**src/rtl/mux16_stream_merge.sv**
```systemverilog
// Two-into-one valid/ready stream merger with a single registered output
// stage. Arbitration is round-robin or forced to one channel; each output
// word carries its source tag, and accepted words are counted per channel.
module mux16_stream_merge #(
  parameter int WIDTH = 16,
  parameter int CNT_W = 8
) (
  input  logic             CLK,
  input  logic             RST,
  input  logic [WIDTH-1:0] A_DATA,
  input  logic             A_VALID,
  output logic             A_READY,
  input  logic [WIDTH-1:0] B_DATA,
  input  logic             B_VALID,
  output logic             B_READY,
  input  logic             SEL_MODE,
  input  logic             SEL,
  output logic [WIDTH-1:0] O_DATA,
  output logic             O_SRC,
  output logic             O_VALID,
  input  logic             O_READY,
  output logic [CNT_W-1:0] A_CNT,
  output logic [CNT_W-1:0] B_CNT
);

  logic [WIDTH-1:0] data_q, data_d;
  logic             src_q, src_d;
  logic             vld_q, vld_d;
  logic             last_q, last_d;
  logic [CNT_W-1:0] a_cnt_q, a_cnt_d;
  logic [CNT_W-1:0] b_cnt_q, b_cnt_d;

  logic slot;
  logic grant_a, grant_b;
  logic acc_a, acc_b;

  // The output register can take a word when empty or being drained now.
  assign slot = !vld_q | O_READY;

  // Grant selection: forced mode ignores VALID; round-robin favours the
  // channel that did not win last, falling back to whichever is valid.
  always_comb begin
    grant_a = 1'b0;
    grant_b = 1'b0;
    if (SEL_MODE) begin
      grant_a = !SEL;
      grant_b = SEL;
    end else if (A_VALID && B_VALID) begin
      grant_a = last_q;
      grant_b = !last_q;
    end else begin
      grant_a = A_VALID;
      grant_b = B_VALID;
    end
  end

  assign A_READY = slot & grant_a & !RST;
  assign B_READY = slot & grant_b & !RST;
  assign acc_a   = A_VALID & A_READY;
  assign acc_b   = B_VALID & B_READY;

  // Next state: load on accept, clear valid on a drain with no refill,
  // otherwise hold (covers the stall case).
  always_comb begin
    data_d  = data_q;
    src_d   = src_q;
    vld_d   = vld_q;
    last_d  = last_q;
    a_cnt_d = a_cnt_q;
    b_cnt_d = b_cnt_q;
    if (acc_a) begin
      data_d  = A_DATA;
      src_d   = 1'b0;
      vld_d   = 1'b1;
      last_d  = 1'b0;
      a_cnt_d = a_cnt_q + CNT_W'(1);
    end else if (acc_b) begin
      data_d  = B_DATA;
      src_d   = 1'b1;
      vld_d   = 1'b1;
      last_d  = 1'b1;
      b_cnt_d = b_cnt_q + CNT_W'(1);
    end else if (vld_q && O_READY) begin
      vld_d   = 1'b0;
    end
  end

  // State registers; LAST resets to B so A wins the first contended grant.
  always_ff @(posedge CLK or posedge RST) begin
    if (RST) begin
      data_q  <= '0;
      src_q   <= 1'b0;
      vld_q   <= 1'b0;
      last_q  <= 1'b1;
      a_cnt_q <= '0;
      b_cnt_q <= '0;
    end else begin
      data_q  <= data_d;
      src_q   <= src_d;
      vld_q   <= vld_d;
      last_q  <= last_d;
      a_cnt_q <= a_cnt_d;
      b_cnt_q <= b_cnt_d;
    end
  end

  assign O_DATA  = data_q;
  assign O_SRC   = src_q;
  assign O_VALID = vld_q;
  assign A_CNT   = a_cnt_q;
  assign B_CNT   = b_cnt_q;

endmodule

```
**config.mk**
```make
export PLATFORM = sky130hd
export DESIGN_NAME = mux16_stream_merge
export DESIGN_NICKNAME = d
export VERILOG_FILES = /design/src/rtl/mux16_stream_merge.sv
export SDC_FILE = /design/constraint.sdc
export NUM_CORES = 1
export LEC_CHECK = 0
export ABC_AREA = 1
export CAP_MARGIN = 0
export CORE_AREA = 2 2 47 82
export DETAILED_ROUTE_END_ITERATION = 8
export DIE_AREA = 0 0 49 84
export DONT_BUFFER_PORTS = 1
export GPL_ROUTABILITY_DRIVEN = 0
export PLACE_DENSITY = 0.67
export SLEW_MARGIN = 20
export SYNTH_ARGS = -nofsm -noshare
export SYNTH_HDL_FRONTEND = slang
export SYNTH_SLANG_ARGS = --single-unit
```
**constraint.sdc**
```tcl
create_clock -name CLK -period 2.9 [get_ports CLK]
set_clock_uncertainty 0.2 [all_clocks]
set_input_delay 0.435 -clock CLK [delete_from_list [all_inputs] [get_ports CLK]]
set_output_delay 0.435 -clock CLK [all_outputs]
set_load 0.01 [all_outputs]
```
==> out/qor.log <==
qor: run_status.status complete, but fails checks
qor: run_status.violations negative hold slack
qor: routing.drt_iter0_markers 31
qor: final_layout.drive_gt1_share 8.51%
qor: final_layout.instances_no_fill 281
qor: final_layout.antenna_cells_inserted 0
qor: logic_synthesis.syn_area 1860 um2
qor: floorplanning.floorplan.core_area 3520 um2
qor: clock_network.cts_hold_repair.buffers 0
qor: floorplanning.start_util 52.8%
qor: worst_setup_path.cp_top_family simple AND/OR/NAND/NOR gates
qor: logic_synthesis.synth.yosys.seq_area_share 47.2%
qor: flow_run.maxCapViolCount 0
qor: floorplanning.placement_rows 29
qor: power.vdd_ir_drop_max 0.428 mV
qor: sta.worstMarginPinSlew 544 ps
qor: final_layout.number_of_fill_cells_in_the_layout 373
qor: sta.fmax 516 MHz
qor: worst_setup_path.cp_cell_sequence inv_1, nand2_1, nand2_1, nand2_2, nand3_2, o21ai_0, nand2_1
qor: worst_setup_path.path_buf_inv 1
qor: global_route.grt_pass1_vias 1,358
qor: worst_setup_path.cpPeakStageDelay 520 ps
qor: power.sw_frac_of_total 37.6%
qor: floorplanning.chipHeight 84 um
qor: worst_setup_path.end_kind flop
qor: routing.drcViolationCount 0
qor: sta.setup_viol 0
qor: worst_setup_path.worstPathRequired 2850 ps
qor: clock_network.clock_tree_from_tritoncts done
qor: worst_setup_path.critical_path_class flop to flop
qor: power.fin_total_pwr 1520 uW
qor: sta.slew-limit-headroom 63.7%
qor: power.netSwitchingPower 569 uW
qor: power.clock_power_share 22.9%
qor: clock_network.cts_repair_resize_count 0
qor: power.part_of_the_total_power_dissipated_in_combinational_logic 21.1%
qor: placement.port-buffer-count 0
qor: floorplanning.chipWidth 49 um
qor: power.pwr_density_cell 782 nW/um2
qor: worst_setup_path.critical_path_arrival 1890 ps
qor: sta.post-route-worst-setup-slack 961 ps
qor: final_layout.ff_latch_area 877 um2
qor: logic_synthesis.ys_types 23
qor: logic_synthesis.synth_seq_cells 35
qor: sta.fin_tns_setup 0 ps
qor: clock_network.clock_latency 280 ps
qor: sta.finalWorstPathRequiredPeriod 1940 ps
qor: clock_network.cts-htree-levels 2
qor: global_route.globalRouteOverflowTotal 0
qor: power.seqPwrFrac 55.9%
qor: final_layout.layout.nets 276
qor: worst_setup_path.cp-start-kind flop
qor: final_layout.multi_input_area 803 um2
qor: clock_network.cts_buffer_depth 2
qor: sta.maxSlewViolCount 0
qor: power.cell_internal_pwr 946 uW
qor: logic_synthesis.syn-mean-instance-area 7.91 um2
qor: global_route.number_of_antenna_violations_at_the_first_check_in_global_routing 0
qor: worst_setup_path.timing.critical_path.slowest_stage_cell sky130_fd_sc_hd__dfstp_2
qor: floorplanning.ios 75
qor: sta.fin_worst_hold_slack -5.27 ps
qor: floorplanning.die_ar 4120 um2
qor: logic_synthesis.netlist_instances 235
qor: routing.detailedRoute.firstPassIterationCount 4
qor: global_route.grt_pass1_wl 6.51 mm
qor: routing.drt-wirelength-per-cell 14.1 um
qor: clock_network.cts_setup_buffers 0
qor: worst_setup_path.critical-path-top-cell-by-count sky130_fd_sc_hd__nand2_1
qor: routing.routed_wirelength 3.95 mm
qor: final_layout.area_growth_syn_to_layout 4.31%
qor: logic_synthesis.synth_nets 276
qor: sta.grt_setup_unrepaired no
qor: sta.hold_viol 4
qor: routing.route.detailed.vias_per_inst 5.26
qor: clock_network.clkSinkCount 35
qor: routing.vias 1,479
qor: hold_path.hold_path.class primary input to asynchronous set/reset pin
qor: sta.fin_crit_sh 66.9%
qor: clock_network.clkSlewWorstSetupHoldPaths 70 ps
qor: clock_network.cts.root.buffer_cell sky130_fd_sc_hd__clkbuf_8
qor: placement.place_worst_setup_slack 962 ps
qor: logic_synthesis.ys.warnings.count 0
qor: power.lkg_pwr 0.00104 uW
qor: placement.dp_cells 274
qor: placement.dpl.hpwl 2.84 mm
qor: global_route.maximum_number_of_pins_on_one_net_before_global_route_repair 36
qor: routing.antenna_left 0
qor: clock_network.numCtsBuffers 5
qor: global_route.gr-usage-all-layers 20.6%
qor: worst_setup_path.crit_path_max_fanout 25
-- cells in the mapped netlist --
library cell                n  share of area [%]
sky130_fd_sc_hd__nand2_2    1               0.34
sky130_fd_sc_hd__nor2_4     1               0.61
sky130_fd_sc_hd__dfstp_2    1                1.4
sky130_fd_sc_hd__nor2_2     2               0.67
sky130_fd_sc_hd__dfrtp_1   34                 46
sky130_fd_sc_hd__nand2_4    1               0.61
sky130_fd_sc_hd__nor3_1     1               0.27
sky130_fd_sc_hd__nor2_1     5                1.0
sky130_fd_sc_hd__nand2_1   88                 18
sky130_fd_sc_hd__nor2_8     1                1.1
sky130_fd_sc_hd__nand3_2    4                2.2
sky130_fd_sc_hd__nand3b_1   1               0.40
sky130_fd_sc_hd__o21ai_0    8                2.2
sky130_fd_sc_hd__ha_1       2                1.3
sky130_fd_sc_hd__xor2_1     4                1.9
sky130_fd_sc_hd__buf_6      4                2.4
sky130_fd_sc_hd__xnor2_1    3                1.4
sky130_fd_sc_hd__inv_1     27                5.5
sky130_fd_sc_hd__nand4_1    3                1.0
sky130_fd_sc_hd__buf_4      3                1.2
sky130_fd_sc_hd__inv_2      1               0.20
sky130_fd_sc_hd__buf_2      1               0.27
sky130_fd_sc_hd__nand3_1   39                 11
-- logic make-up (layout without fill, tap and decap cells) --
logic type | Yosys count | count (layout) | synth area share [%]
flip-flops | 35 | 35 | 47.2
AO/OA/AOI/OAI | 8 | 8 | 2.15
adder cells (fa/ha/maj) | 2 | 2 | 1.35
buffers and inverters | 36 | 36 | 9.56
AND/OR/NAND/NOR | 147 | 147 | 36.4
XOR/XNOR | 7 | 7 | 3.30
-- per-stage QoR --
stage | utilization [%] | instance area [um2] | hold WS, ps
floorplan | - | 1860 | 313
global placement | 52.6 | 1850 | 322
detailed placement | 52.6 | 1850 | 316
CTS | 55.1 | 1940 | 7.29
global route | 55.1 | 1940 | 28.3
finish | 55.1 | 1940 | -5.27
-- registers in the layout, summed over array words and instances (netlist names) --
signal / count
A_CNT: 8
B_CNT: 8
O_DATA: 16
O_SRC: 1
O_VALID: 1
last_q: 1
-- final timing paths --
check	slack, ps	cells past startpoint	endpoint	start
min in group CLK	90	2	O_DATA[12]	B_DATA[12]
max in group asynchronous	2140	2	last_q	RST
min reg2reg	340	4	last_q	last_q
max	960	7	A_CNT[2]	last_q
min	-5	2	B_CNT[4]	RST
max reg2reg	960	7	A_CNT[2]	last_q
-- placed cells by master (no fill, tap or decap) --
cell,netlist,routed
sky130_fd_sc_hd__nor2_2,2,2
sky130_fd_sc_hd__inv_1,27,27
sky130_fd_sc_hd__nor3_1,1,1
sky130_fd_sc_hd__nand3b_1,1,1
sky130_fd_sc_hd__nand3_1,39,39
sky130_fd_sc_hd__nand4_1,3,3
sky130_fd_sc_hd__clkbuf_8,0,6
sky130_fd_sc_hd__xor2_1,4,4
sky130_fd_sc_hd__nor2_1,5,5
sky130_fd_sc_hd__inv_2,1,1
sky130_fd_sc_hd__clkinv_2,0,1
sky130_fd_sc_hd__nand2_2,1,1
sky130_fd_sc_hd__nand2_1,88,88
sky130_fd_sc_hd__nand3_2,4,4
sky130_fd_sc_hd__dfstp_2,1,1
sky130_fd_sc_hd__dfrtp_1,34,34
sky130_fd_sc_hd__nand2_4,1,1
sky130_fd_sc_hd__nor2_8,1,1
sky130_fd_sc_hd__nor2_4,1,1
sky130_fd_sc_hd__xnor2_1,3,3
sky130_fd_sc_hd__o21ai_0,8,8
sky130_fd_sc_hd__ha_1,2,2
sky130_fd_sc_hd__buf_4,3,1
-- layer usage --
metal | global-route usage [%] | vias up | part of all wire, %
met5 | 0 | - | 0
met1 | 23.2 | 689 | 39
li1 | - | 734 | -
met4 | 9.35 | 0 | 2.1
met3 | 6.45 | 8 | 6.7
met2 | 35.0 | 48 | 52
-- worst reg2reg max path: cells and delay by family (launching register included) --
| kind | cells | cell delay, ps |
|---|---|---|
| buffers and inverters | 1 | 40 |
| DFF | 1 | 520 |
| AOI/OAI and AO/OA | 1 | 320 |
| and+or+nand+nor | 5 | 750 |
-- final cells by class --
cell class                      count  area share [%]
Sequential cell                    35            45.3
Multi-Input combinational cell    164            41.4
Inverter                           28            5.42
Clock buffer                        6            4.26
Tap cell                           46            2.97
Timing Repair Buffer                1           0.387
Clock inverter                      1           0.258
-- power groups by stage --
stage               clock, uW  sequential, uW  combinational (uW)
floorplan                   0             813                 282
global placement            0             860                 316
detailed placement          0             858                 323
CTS                       362             850                 324
global route              378             871                 376
finish                    348             848                 320
Power figures use the tool's default switching activity.
